==> config.mk <==
export PLATFORM = sky130hd
export DESIGN_NAME = dec_req_encoder
export DESIGN_NICKNAME = d
export VERILOG_FILES = /design/src/rtl/dec_pkg.sv /design/src/rtl/dec_req_pick.sv /design/src/rtl/dec_req_encoder.sv
export SDC_FILE = /design/constraint.sdc
export NUM_CORES = 1
export LEC_CHECK = 0
export CELL_PAD_IN_SITES_DETAIL_PLACEMENT = 0
export CELL_PAD_IN_SITES_GLOBAL_PLACEMENT = 2
export CORE_UTILIZATION = 27
export CTS_BUF_LIST = sky130_fd_sc_hd__clkbuf_4 sky130_fd_sc_hd__clkbuf_8
export DETAILED_ROUTE_END_ITERATION = 8
export HOLD_SLACK_MARGIN = 0.06
export PLACE_DENSITY = 0.87
export SLEW_MARGIN = 20
export SYNTH_ARGS = -nofsm -noshare
export SYNTH_HDL_FRONTEND = slang
export SYNTH_SLANG_ARGS = --single-unit
==> constraint.sdc <==
create_clock -name clk -period 2.2 [get_ports clk]
set_clock_uncertainty 0.05 [all_clocks]
set_input_delay 0.22 -clock clk [delete_from_list [all_inputs] [get_ports clk]]
set_output_delay 0.22 -clock clk [all_outputs]
set_load 0.05 [all_outputs]
==> src/rtl/dec_pkg.sv <==
// Shared types and helpers for the decoder request encoder.
package dec_pkg;

  localparam int N_REQ = 16;
  localparam int IDX_W = 4;

  typedef enum logic [1:0] {
    MODE_2X4  = 2'b00,
    MODE_3X8  = 2'b01,
    MODE_4X16 = 2'b10
  } dec_mode_t;

  // Narrowest decoder mode that can address the given index.
  function automatic dec_mode_t idx_to_mode(input logic [IDX_W-1:0] idx);
    if (idx[3]) return MODE_4X16;
    if (idx[2]) return MODE_3X8;
    return MODE_2X4;
  endfunction

endpackage

==> src/rtl/dec_req_pick.sv <==
// Combinational picker: chooses one candidate request.
// Default build selects the highest set index.
// With DEC_REQ_ROUND_ROBIN_EN defined it selects the first set bit searching
// upward from rotation pointer p, wrapping at N_REQ.
module dec_req_pick
  import dec_pkg::*;
(
  input  logic [N_REQ-1:0] cand,
`ifdef DEC_REQ_ROUND_ROBIN_EN
  input  logic [IDX_W-1:0] p,
`endif
  output logic             found,
  output logic [IDX_W-1:0] idx
);

`ifdef DEC_REQ_ROUND_ROBIN_EN
  logic [IDX_W-1:0] j;

  // Scan offsets from far to near so the bit closest above p is kept last.
  always_comb begin
    found = |cand;
    idx   = '0;
    j     = '0;
    for (int i = N_REQ - 1; i >= 0; i--) begin
      j = p + IDX_W'(i);
      if (cand[j]) idx = j;
    end
  end
`else
  // Ascending scan: the highest set index is written last and wins.
  always_comb begin
    found = |cand;
    idx   = '0;
    for (int i = 0; i < N_REQ; i++) begin
      if (cand[i]) idx = IDX_W'(i);
    end
  end
`endif

endmodule

==> src/rtl/dec_req_encoder.sv <==
// Request encoder ahead of the priority decoder.
// Latches request pulses into a sticky pending vector, picks one unmasked
// pending request per transaction and presents it as X/Z/E_n with a
// valid/ready handshake. One grant per cycle while out_ready stays high.
// Optional macro DEC_REQ_ROUND_ROBIN_EN swaps fixed priority for rotation.
module dec_req_encoder
  import dec_pkg::*;
#(
  parameter logic [N_REQ-1:0] MASK_RST = 16'hFFFF
) (
  input  logic             clk,
  input  logic             rst_n,
  input  logic [N_REQ-1:0] req,
  input  logic             mask_we,
  input  logic [N_REQ-1:0] mask_wdata,
  input  logic             out_ready,
  output logic             out_valid,
  output logic [IDX_W-1:0] dec_x,
  output logic [1:0]       dec_z,
  output logic             dec_e_n,
  output logic [N_REQ-1:0] pending
);

  localparam logic [0:0] S_IDLE    = 1'b0;
  localparam logic [0:0] S_PRESENT = 1'b1;

  logic [0:0]       state;
  logic [N_REQ-1:0] mask;
  logic [N_REQ-1:0] clr;
  logic [N_REQ-1:0] cand;
  logic             accept;
  logic             found;
  logic [IDX_W-1:0] pick;

  assign out_valid = (state == S_PRESENT);
  assign dec_e_n   = ~out_valid;
  assign accept    = out_valid & out_ready;
  assign clr       = accept ? (N_REQ'(1) << dec_x) : '0;
  // The index being retired this edge must not be re-picked from stale state.
  assign cand      = pending & mask & ~clr;

`ifdef DEC_REQ_ROUND_ROBIN_EN
  logic [IDX_W-1:0] p;

  // Rotation pointer moves past each accepted index.
  always_ff @(posedge clk or negedge rst_n) begin
    if (!rst_n)      p <= '0;
    else if (accept) p <= dec_x + 1'b1;
  end

  dec_req_pick u_pick (
    .cand  (cand),
    .p     (p),
    .found (found),
    .idx   (pick)
  );
`else
  dec_req_pick u_pick (
    .cand  (cand),
    .found (found),
    .idx   (pick)
  );
`endif

  // Sticky pending vector; a fresh request beats the acceptance clear.
  always_ff @(posedge clk or negedge rst_n) begin
    if (!rst_n) pending <= '0;
    else        pending <= (pending & ~clr) | req;
  end

  // Request-enable mask register.
  always_ff @(posedge clk or negedge rst_n) begin
    if (!rst_n)       mask <= MASK_RST;
    else if (mask_we) mask <= mask_wdata;
  end

  // Output slot FSM: load a pick when free or on acceptance, hold under stall.
  always_ff @(posedge clk or negedge rst_n) begin
    if (!rst_n) begin
      state <= S_IDLE;
      dec_x <= '0;
      dec_z <= MODE_2X4;
    end else begin
      case (state)
        S_IDLE: begin
          if (found) begin
            state <= S_PRESENT;
            dec_x <= pick;
            dec_z <= idx_to_mode(pick);
          end
        end
        S_PRESENT: begin
          if (out_ready) begin
            if (found) begin
              dec_x <= pick;
              dec_z <= idx_to_mode(pick);
            end else begin
              state <= S_IDLE;
            end
          end
        end
      endcase
    end
  end

endmodule
==> implementation parameters, run 1 <==
Parameter                              Value

STA
  Maximum operating frequency ... roughly 480 MHz
  Final setup violation count ... 0
  Fin. Hold Viols ... 0
  Final-report max-slew violation count ... 0
  Max-slew headroom at the worst pin ... between 40% and 50%
  Minimum period implied by the final worst setup slack ... between 2 and 2.5 ns
  Worst slew pin tran ... just over 0.8 ns
  Setup slack of the critical path after layout ... 0.1007 ns
  Final clock period utilization by the worst path ... a little over nine tenths

Critical path
  Kind of critical path ... register to register
  Worst path arrival time ... around 2.2 ns
  Critical Path Slowest Stage Cell ... dfrtp_2
  Cell type group with the largest total delay on the critical path ... compound AO/OA/AOI/OAI gates
  Nature of the critical path startpoint ... register
  Crit path largest cell delay ... approximately 0.48 ns
  Maximum fanout along the worst path ... 10
  Crit end category ... register
  Crit path cell chain ... nand4b_1 -> o211ai_1 -> buf_4 -> nand2_1 -> a311oi_2 -> o21ai_0 -> mux2_4
  Required time of the critical path ... 2.33 ns
  Count of buffering cells on the critical path with inverters included ... 1

Logic synthesis
  Net count after synthesis ... 207
  Share of synthesized area occupied by flip-flops and latches ... about half
  Leading cell type by number of instances after synthesis ... dfrtp_1
  Gate Count Post-Synth ... 171
  Most area-consuming cells after synthesis ... dfrtp_1, dfstp_2, mux2_2
  Number of flops mapped to enable cells by yosys ... 0
  List of most frequent post-synthesis cells ... dfrtp_1, nand2_1, dfstp_2, mux2_2
  Main synth FF type ... dfrtp_1
  Unique cell type count in the Yosys netlist ... a little over 40
  Synthesized flop and latch total ... 39
  Mean instance size in the synthesized netlist ... between 10 and 15 um^2
  Biggest area consumer among synthesized cells ... dfrtp_1
  Area share of the largest cell type after synthesis ... 29.45%
  Post-synthesis cell area ... roughly 0.002 mm^2
  FFs w/ async S/R, synth ... between 90% and 100%
  Number of synthesis warnings ... 0

Clocking
  Library cell used as clock root buffer ... clkbuf_8
  Clock sink count ... 39
  H-Tree Level Count ... 2
  Number of CTS-inserted buffers ... 5
  Maximum count of clock buffers along a single path ... 2
  Clock tree from TritonCTS ... built
  Clock insertion delay at the later pin of the skew report ... about 0.3 ns
  Reg clk slew, reported paths ... approximately 0.070 ns

GRT
  Total grt overflow ... 0
  Wire length of the first global-routing pass ... about 8700 um
  Initial antenna violation count ... 0
  Largest net degree at the start of global routing ... 40
  Overall Global Routing Usage ... roughly 15%
  Number of global-route vias before repair ... 1787

Routing
  Final ANT Viol Nets ... 0
  # DRC ... 0
  DRT iter0 DRCs ... 121
  Vias/cell ... roughly 4.8
  Wirelength per Cell ... 14.62 um
  Iteration count of the initial detailed-routing pass ... 4
  Sum of routed wire length over all layers ... roughly 5300 um
  Vias post-DR ... ~1700

Placement
  Post-placement worst setup slack ... -0.2466 ns
  Post-place instance area ... 0.002833 mm^2
  Gp weighted congestion ... between 0.8 and 0.9
  Count of buffers inserted at the top-level ports ... roughly 60
  Number of placed instances, taps included ... between 300 and 400
  Estimated wirelength of the detail-placed design ... 4048 um

Layout
  Final cell count without fillers ... roughly 360
  Layout overhead on the synthesized area ... 54.80%
  Fraction of final layout cells sized beyond drive strength 1 ... roughly 36%
  Final layout net count ... ~300
  Antenna Diode Count ... 0
  Post-route standard cell area excluding fillers ... just over 0.003 mm^2

Power and ir drop
  Maximum VDD drop ... around 0.29 mV
  Total power density per cell area ... 683.7 mW/mm^2
  Pleak ... 0.001192 uW

Floorplan
  I/O pins ... 60
  Placeable Area ... 0.006907 mm^2
  Standard-cell row count ... 30
  Die extent in x ... between 80 and 90 um
  Starting density of the core ... between 20 and 30%
  Full die area ... 0.007583 mm^2
  Vertical die dimension ... around 87 um

Outcome
  Run status ... completed

Run
  Reported max-cap violation count ... 0

Hold path
  Class of the tightest hold or removal check ... input port to register
==> final timing paths <==
path | end | cells past startpoint | slack, ns | startpoint
hold reg to reg | dec_z[0] | 2 | 0.44 | dec_z[0]
hold / removal | pending[7] | 2 | 0.42 | req[7]
setup / recovery | dec_x[1] | 7 | 0.10 | dec_x[3]
setup reg to reg | dec_x[1] | 7 | 0.10 | dec_x[3]
min in group asynchronous | pending[12] | 2 | 0.52 | rst_n
max in group asynchronous | out_valid | 2 | 1.01 | rst_n
==> state kept, by name, indices dropped and copies added, names as in the netlist <==
signal and flops:
mask 16, dec_x 4, pending 16, out_valid 1, dec_z 2
==> report_power, final <==
group / switching, uW / internal [uW]
logic: 364 / 343
registers: 69.4 / 802
clock network: 243 / 247
total: 677 / 1390
==> layout make-up <==
| cell class | instances | area [um^2] |
|---|---|---|
| Clock inverter | 1 | 5.005 |
| Clock buffer | 7 | 83.83 |
| Fill cell | 708 | 3881 |
| Timing Repair Buffer | 95 | 860.8 |
| Sequential cell | 39 | 1002 |
| Multi-Input combinational cell | 124 | 949.7 |
| Inverter | 1 | 3.754 |
| Tap cell | 96 | 120.1 |
==> metal layers <==
metal | wire length (um) | up-vias | track usage, %
met2 | 2534 | 60 | 24.70
li1 | - | 823 | -
met4 | 75 | 0 | 5.455
met5 | 0 | - | 0
met3 | 300 | 10 | 3.128
met1 | 2396 | 835 | 19.81
==> placed cells by master, fill, tap and decap left out, types with 4 or more instances in the layout <==
master,netlist,final
clkdlybuf4s50_1,0,57
dfstp_2,16,16
mux2_2,16,16
clkbuf_8,0,5
nand2b_1,13,13
a21o_1,8,8
o21ai_0,13,13
dfrtp_2,0,5
o211ai_1,9,9
a21oi_1,7,7
dfrtp_1,23,18
buf_4,2,35
nand3_1,4,4
nor2_1,6,5
nand2_1,17,16
==> stage by stage <==
stage          setup TNS (ns)  total power (uW)  utilization, %  hold slack (ns)
4_1_cts                     0              2040           42.45           0.4211
2_1_floorplan               0              1234               -          -0.1256
3_3_place_gp          -0.9080              1541           41.01           0.3143
3_5_place_dp           -1.228              1548           41.01           0.3224
6_report                    0              2069           43.80           0.4212
5_1_grt              -0.03761              2173           43.80           0.4432
==> cell families after synthesis <==
logic type / count (synthesis) / synth area share (%)
and+or+nand+nor: 57 / 18.57
AOI/OAI and AO/OA: 49 / 17.29
DFF: 39 / 50.96
muxes: 18 / 10.76
buffers and inverters: 8 / 2.432
==> what timing repair did <==
action,4_1_cts,5_1_grt
endpoints found under the setup margin,0,6
resized for setup,0,10
buffers inserted,0,7
hold buffers,1,0
endpoints found under the hold margin,23,0
No activity file was read; power rests on OpenSTA's default activity.
==> inputs of run 2 (changes only) <==
CORE_UTILIZATION = 30   (was 27)
CTS_CLUSTER_SIZE = 12   (was unset)
PLACE_DENSITY = 0.91   (was 0.87)
clock period = 2.4 ns   (was 2.2 ns; I/O delays follow)
==> run 2 against run 1 <==
Global-route usage up 0.87 points; design area shrank 4.1%; flip-flop and latch count did not move; routed wire length down 3.8%; maximum frequency fell by 7.5%; clock power rose by 2%; total power fell by 8.3%; first-iteration DRC count shrank 13%; setup slack gained 0.029 ns; cell count shrank 7.7%; sequential power is 9.4% lower; non-clock buffer count decreased by 9; critical path type unchanged.
==> implementation parameters, run 2 (synthesis gave the netlist of run 1 again) <==
Parameter                              Value

Routing
  DRT iter0 DRCs ... 105 (was 121)
  Sum of routed wire length over all layers ... 5107 um (was 5306 um)
  Vias/cell ... 5.027 (was 4.760)
  Vias post-DR ... 1684 (was 1728)
  Wirelength per Cell ... 15.24 um (was 14.62 um)
  # DRC ... 0 (unchanged)
  Iteration count of the initial detailed-routing pass ... 4 (unchanged)
  Final ANT Viol Nets ... 0 (unchanged)

GRT
  Overall Global Routing Usage ... 16.00% (was 15.13%)
  Initial antenna violation count ... 0 (unchanged)
  Wire length of the first global-routing pass ... 7914 um (was 8694 um)
  Number of global-route vias before repair ... 1619 (was 1787)
  Largest net degree at the start of global routing ... 40 (unchanged)
  Total grt overflow ... 0 (unchanged)

Layout
  Post-route standard cell area excluding fillers ... 0.002902 mm^2 (was 0.003025 mm^2)
  Largest registers ... mask (16), pending (16), dec_x (4) (unchanged)
  Fraction of final layout cells sized beyond drive strength 1 ... 30.23% (was 36.33%)
  Antenna Diode Count ... 0 (unchanged)
  Final layout net count ... 293 (was 302)
  Most used cells in the layout excluding fill and tap cells ... clkdlybuf4s50_1, buf_4, dfrtp_1 (unchanged)
  Layout filler cell count ... 613 (was 708)
  Final cell count without fillers ... 335 (was 363)
  Layout overhead on the synthesized area ... 48.46% (was 54.80%)
  Most common cell after layout, fill and taps aside ... clkdlybuf4s50_1 (unchanged)

Clocking
  H-Tree Level Count ... 2 (unchanged)
  Maximum count of clock buffers along a single path ... 2 (unchanged)
  Clock sink count ... 39 (unchanged)
  Count of instances resized after the clock tree is built ... 0 (unchanged)
  Clock tree from TritonCTS ... built (unchanged)
  Post-CTS Setup Inserts ... 0 (unchanged)
  Number of CTS-inserted buffers ... 5 (unchanged)
  Library cell used as clock root buffer ... clkbuf_8 (unchanged)
  Reg clk slew, reported paths ... 0.08 ns (was 0.07 ns)
  Clock insertion delay at the later pin of the skew report ... 0.29 ns (was 0.30 ns)

Hold path
  Class of the tightest hold or removal check ... input port to register (unchanged)

Floorplan
  Standard-cell row count ... 29 (was 30)
  Full die area ... 0.006841 mm^2 (was 0.007583 mm^2)
  Die extent in x ... 82.71 um (was 87.08 um)
  Placeable Area ... 0.006314 mm^2 (was 0.006907 mm^2)
  I/O pins ... 60 (unchanged)
  Starting density of the core ... 30.96% (was 28.30%)
  Vertical die dimension ... 82.71 um (was 87.08 um)

Run
  Reported max-cap violation count ... 0 (unchanged)

Critical path
  Worst path arrival time ... 2.40 ns (was 2.22 ns)
  Kind of critical path ... register to register (unchanged)
  Crit end category ... register (unchanged)
  Maximum fanout along the worst path ... 11 (was 10)
  Required time of the critical path ... 2.53 ns (was 2.33 ns)
  Nature of the critical path startpoint ... register (unchanged)

STA
  Final setup violation count ... 0 (unchanged)
  Max-slew headroom at the worst pin ... 43.00% (was 44.74%)
  Fin. Hold Viols ... 0 (unchanged)
  Worst slew pin tran ... 0.8550 ns (was 0.8289 ns)
  Unrepaired setup endpoints after global routing ... false
  Final-report max-slew violation count ... 0 (unchanged)
  Minimum period implied by the final worst setup slack ... 2.270 ns (was 2.099 ns)
  Fin Hold WS ... 0.4408 ns (was 0.4212 ns)
  Final clock period utilization by the worst path ... 94.60% (was 95.42%)
  Maximum operating frequency ... 440.5 MHz (was 476.4 MHz)

Placement
  Gp weighted congestion ... 0.8559 (was 0.8768)
  Post-place instance area ... 0.002788 mm^2 (was 0.002833 mm^2)
  Number of placed instances, taps included ... 326 (was 347)
  Estimated wirelength of the detail-placed design ... 3898 um (was 4048 um)
  Count of buffers inserted at the top-level ports ... 59 (unchanged)

Power and ir drop
  Total Power ... 1897 uW (was 2069 uW)
  Total power density per cell area ... 653.7 mW/mm^2 (was 683.7 mW/mm^2)
  Maximum VDD drop ... 0.2338 mV (was 0.2850 mV)
  Pleak ... 0.001137 uW (was 0.001192 uW)

Outcome
  Run status ... completed (unchanged)
run 2: cell types whose count changed in the layout (fill, tap and decap cells not counted), moves of 2 or more:
cell      change
buf_4         -9
clkbuf_8      +2
dfrtp_1       +5
dfrtp_2       -5
run 2: worst max-delay path: stages (launching register included):
cell	delay (ns)
dfrtp_1	0.59
nand4b_2	0.25
o311ai_1	0.37
and4_1	0.29
a41o_1	0.29
mux2_4	0.31
run 2: per-stage QoR:
stage / setup slack [ns] / utilization [%] / TNS, ns
final: 0.1297 / 45.96 / 0
after global routing: 0.05589 / 45.96 / 0
after CTS: 0.1562 / 45.96 / 0
after detailed placement: -0.09492 / 44.15 / -0.3072
after global placement: 0.02817 / 44.15 / 0
after floorplan: 0.03089 / - / 0
run 2: repair_timing:
item | CTS | global route
setup endpoints to repair | 0 | 0
endpoints found under the hold margin | 23 | 0
hold buffers | 1 | 0
run 2: per-layer routing:
layer / track usage (%) / up-vias / share of wire (%)
met5: 0 / - / 0
met4: 5.000 / 0 / 1.4
met3: 4.286 / 8 / 5.9
met2: 25.41 / 49 / 49
met1: 21.12 / 818 / 44
li1: - / 809 / -
run 2: path summary, 6_finish.rpt:
| kind | startpoint | slack, ns | endpoint | cells past startpoint |
|---|---|---|---|---|
| max | out_valid | 0.13 | dec_x[1] | 5 |
| min in group asynchronous | rst_n | 0.54 | pending[12] | 2 |
| max reg2reg | out_valid | 0.13 | dec_x[1] | 5 |
| max in group asynchronous | rst_n | 1.21 | pending[8] | 2 |
| min | req[5] | 0.44 | pending[5] | 2 |
| min reg2reg | dec_z[0] | 0.45 | dec_z[0] | 2 |
run 2: final cells by class:
type | instances | area [um^2] | share of cell area [%]
Multi-Input combinational cell | 124 | 910.9 | 31.39
Inverter | 1 | 3.754 | 0.1294
Clock buffer | 8 | 103.9 | 3.579
Tap cell | 77 | 96.34 | 3.320
Timing Repair Buffer | 86 | 790.8 | 27.25
Sequential cell | 39 | 996.0 | 34.33
run 2: power breakdown:
part	internal (uW)	switching, uW
combinational	287	320
sequential	733	57.0
clock	274	227
==> inputs of run 3 (changes only) <==
ABC_CLOCK_PERIOD_IN_PS = 2400   (was unset)
CORE_UTILIZATION = 41   (was 30)
DONT_BUFFER_PORTS = 1   (was unset)
SYNTH_HIERARCHICAL = 1   (was unset)
==> run 3 against run 2 <==
Synthesized area down 7.8%; die area down 32%; design area down 0.47%; flip-flop and latch count unchanged; combinational power up 23%; worst hold slack worse by 0.37 ns; routed wire length up 1.1%; count of clock-buffer cells in the layout down 1; sequential power up 4.8%; via count down 4.3%; setup slack worse by 0.12 ns; maximum frequency down 4.9%.
==> implementation parameters, run 3 <==
Parameter                              Value

Logic synthesis
  Mean instance size in the synthesized netlist ... 11.93 um^2 (was 11.43 um^2)
  Synthesized flop and latch total ... 39 (unchanged)
  Unique cell type count in the Yosys netlist ... 30 (was 41)
  Post-synthesis cell area ... 0.001802 mm^2 (was 0.001954 mm^2)
  Number of synthesis warnings ... 6 (was 0)
  FFs w/ async S/R, synth ... 100.0% (unchanged)
  Leading cell type by number of instances after synthesis ... dfrtp_1 (unchanged)
  Number of flops mapped to enable cells by yosys ... 0 (unchanged)
  List of most frequent post-synthesis cells ... dfrtp_1, mux2_2, a21o_1 (was dfrtp_1, nand2_1, dfstp_2, mux2_2)
  Biggest area consumer among synthesized cells ... dfrtp_1 (unchanged)
  Net count after synthesis ... 187 (was 207)
  Area share of the largest cell type after synthesis ... 31.94% (was 29.45%)
  Main synth FF type ... dfrtp_1 (unchanged)
  Gate Count Post-Synth ... 151 (was 171)
  Most area-consuming cells after synthesis ... dfrtp_1, dfstp_2, mux2_2 (unchanged)
  Share of synthesized area occupied by flip-flops and latches ... 55.28% (was 50.96%)

Floorplan
  Die extent in x ... 68.29 um (was 82.71 um)
  Placeable Area ... 0.004115 mm^2 (was 0.006314 mm^2)
  Starting density of the core ... 43.78% (was 30.96%)
  Full die area ... 0.004664 mm^2 (was 0.006841 mm^2)
  Standard-cell row count ... 23 (was 29)
  Vertical die dimension ... 68.29 um (was 82.71 um)
  I/O pins ... 60 (unchanged)

Clocking
  Number of CTS-inserted buffers ... 5 (unchanged)
  Clock tree from TritonCTS ... built (unchanged)
  Maximum count of clock buffers along a single path ... 2 (unchanged)
  Clock insertion delay at the later pin of the skew report ... 0.30 ns (was 0.29 ns)
  H-Tree Level Count ... 2 (unchanged)
  Reg clk slew, reported paths ... 0.08 ns (about the same)
  Library cell used as clock root buffer ... clkbuf_8 (unchanged)
  Clock sink count ... 39 (unchanged)

Critical path
  Worst path arrival time ... 2.52 ns (was 2.40 ns)
  Register-to-register setup slack ... 0.01 ns (was 0.13 ns)
  Required time of the critical path ... 2.53 ns (about the same)
  Kind of critical path ... register to register (unchanged)
  Nature of the critical path startpoint ... register (unchanged)
  Maximum fanout along the worst path ... 5 (was 11)
  Crit end category ... register (unchanged)

STA
  Max-slew headroom at the worst pin ... 67.02% (was 43.00%)
  Fin. Hold Viols ... 0 (unchanged)
  Final-report max-slew violation count ... 0 (unchanged)
  Minimum period implied by the final worst setup slack ... 2.386 ns (was 2.270 ns)
  Final setup violation count ... 0 (unchanged)
  Fin Hold WS ... 0.07256 ns (was 0.4408 ns)
  Worst slew pin tran ... 0.4947 ns (was 0.8550 ns)
  Final clock period utilization by the worst path ... 99.44% (was 94.60%)
  Maximum operating frequency ... 419.0 MHz (was 440.5 MHz)

Routing
  Iteration count of the initial detailed-routing pass ... 4 (unchanged)
  DRT iter0 DRCs ... 98 (was 105)
  Sum of routed wire length over all layers ... 5164 um (was 5107 um)
  Final ANT Viol Nets ... 0 (unchanged)
  Wirelength per Cell ... 17.27 um (was 15.24 um)
  Vias/cell ... 5.391 (was 5.027)
  Vias post-DR ... 1612 (was 1684)
  # DRC ... 0 (unchanged)

GRT
  Largest net degree at the start of global routing ... 40 (unchanged)
  Initial antenna violation count ... 0 (unchanged)
  Overall Global Routing Usage ... 23.13% (was 16.00%)
  Wire length of the first global-routing pass ... 7700 um (was 7914 um)
  Number of global-route vias before repair ... 1663 (was 1619)
  Total grt overflow ... 0 (unchanged)

Layout
  Antenna Diode Count ... 0 (unchanged)
  Final core area utilization ... 70.17% (was 45.96%)
  Final layout net count ... 284 (was 293)
  Fraction of final layout cells sized beyond drive strength 1 ... 50.20% (was 30.23%)
  Largest registers ... mask (16), pending (16), dec_x (4) (unchanged)
  Most common cell after layout, fill and taps aside ... dlygate4sd3_1 (was clkdlybuf4s50_1)
  Most used cells in the layout excluding fill and tap cells ... dlygate4sd3_1, buf_4, mux2_2 (was clkdlybuf4s50_1, buf_4, dfrtp_1)
  Layout overhead on the synthesized area ... 60.28% (was 48.46%)

Placement
  Count of buffers inserted at the top-level ports ... 0 (was 59)
  Estimated wirelength of the detail-placed design ... 3165 um (was 3898 um)
  Gp weighted congestion ... 0.8600 (was 0.8559)

Outcome
  Run status ... completed (unchanged)

Hold path
  Class of the tightest hold or removal check ... input port to register (unchanged)

Power and ir drop
  Total power density per cell area ... 707.1 mW/mm^2 (was 653.7 mW/mm^2)
  Maximum VDD drop ... 0.3956 mV (was 0.2338 mV)
  Pleak ... 0.001156 uW (was 0.001137 uW)

Run
  Reported max-cap violation count ... 0 (unchanged)
[run 3: cell types whose count changed after synthesis, moves of 3 or more]
cell | before | now
nand2b_1 | 13 | 4
a21oi_1 | 7 | 0
o211ai_1 | 9 | 0
a21o_1 | 8 | 17
and3_1 | 1 | 16
nand3_1 | 4 | 7
mux2_2 | 16 | 22
nor2_1 | 6 | 10
o21ai_0 | 13 | 0
nand2_1 | 17 | 12
[run 3: worst paths after layout]
path | startpoint | end | cells after the start
worst max-delay path | dec_x[3] | dec_z[0] | 10
worst min-delay path | mask_we | mask[4] | 1
worst max register to register | dec_x[3] | dec_z[0] | 10
worst min register to register | dec_x[0] | dec_x[0] | 1
max in group asynchronous | rst_n | mask[6] | 2
min in group asynchronous | rst_n | dec_x[3] | 2
[run 3: worst max-delay path, stage by stage (launching register included)]
cell	delay, ns
dfrtp_2	0.45
and4b_2	0.35
nand3_2	0.09
and3_4	0.21
nor4_4	0.29
buf_4	0.16
buf_4	0.09
or4b_4	0.11
nand3_2	0.08
nor2b_1	0.14
mux2_2	0.25
[run 3: timing repair]
action | in CTS | in global routing
endpoints found under the setup margin | 6 | 6
setup buffers | 6 | 9
pin swaps | 4 | 11
gates resized for setup | 9 | 23
hold buffers | 46 | 1
hold endpoints to repair | 71 | 3
[run 3: cells by family (layout without fill, tap and decap cells)]
kind of cell           Yosys count  in the layout  share of synthesized area (%)
AND/OR/NAND/NOR                 64             64                          20.56
flip-flops                      39             39                          55.28
AO/OA/AOI/OAI                   22             22                          9.306
multiplexers                    22             22                          13.75
buffers and inverters            4            102                          1.111
[run 3: layer usage]
| layer | share of wire (%) | track usage (%) | vias to the layer above |
|---|---|---|---|
| met4 | 3.2 | 7.031 | 0 |
| met5 | 0 | 0 | - |
| met3 | 4.7 | 5.500 | 14 |
| li1 | - | - | 741 |
| met1 | 41 | 27.21 | 801 |
| met2 | 51 | 41.18 | 56 |
[run 3: report_power, final]
part           leakage (uW)  switching [uW]  internal, uW  total [uW]
clock             0.0000517             224           243         467
combinational      0.000724             389           358         748
sequential         0.000380            77.6           749         827
total               0.00116             691          1350        2040
[run 3: stage by stage]
stage                     setup WS (ns)  TNS (ns)  std cells  total power (uW)  area [um^2]
after detailed placement        -0.1501   -0.8119        229              1368         2097
final                           0.01351         0        299              2042         2888
after global routing           -0.02961   -0.1395        299              2134         2888
after floorplan                0.005235         0        151              1203         1822
after CTS                      0.001112         0        289              1947         2733
after global placement         -0.06677   -0.3978        229              1353         2097
[run 3: final cells by class]
class | instances | area [um^2]
multi-input cells | 108 | 904.6
clock buffers | 7 | 90.09
repair buffers | 92 | 815.8
flip-flops and latches | 39 | 1002
clock inverters | 1 | 5.005
inverters | 2 | 7.507
well taps | 50 | 62.56
fillers | 302 | 1227
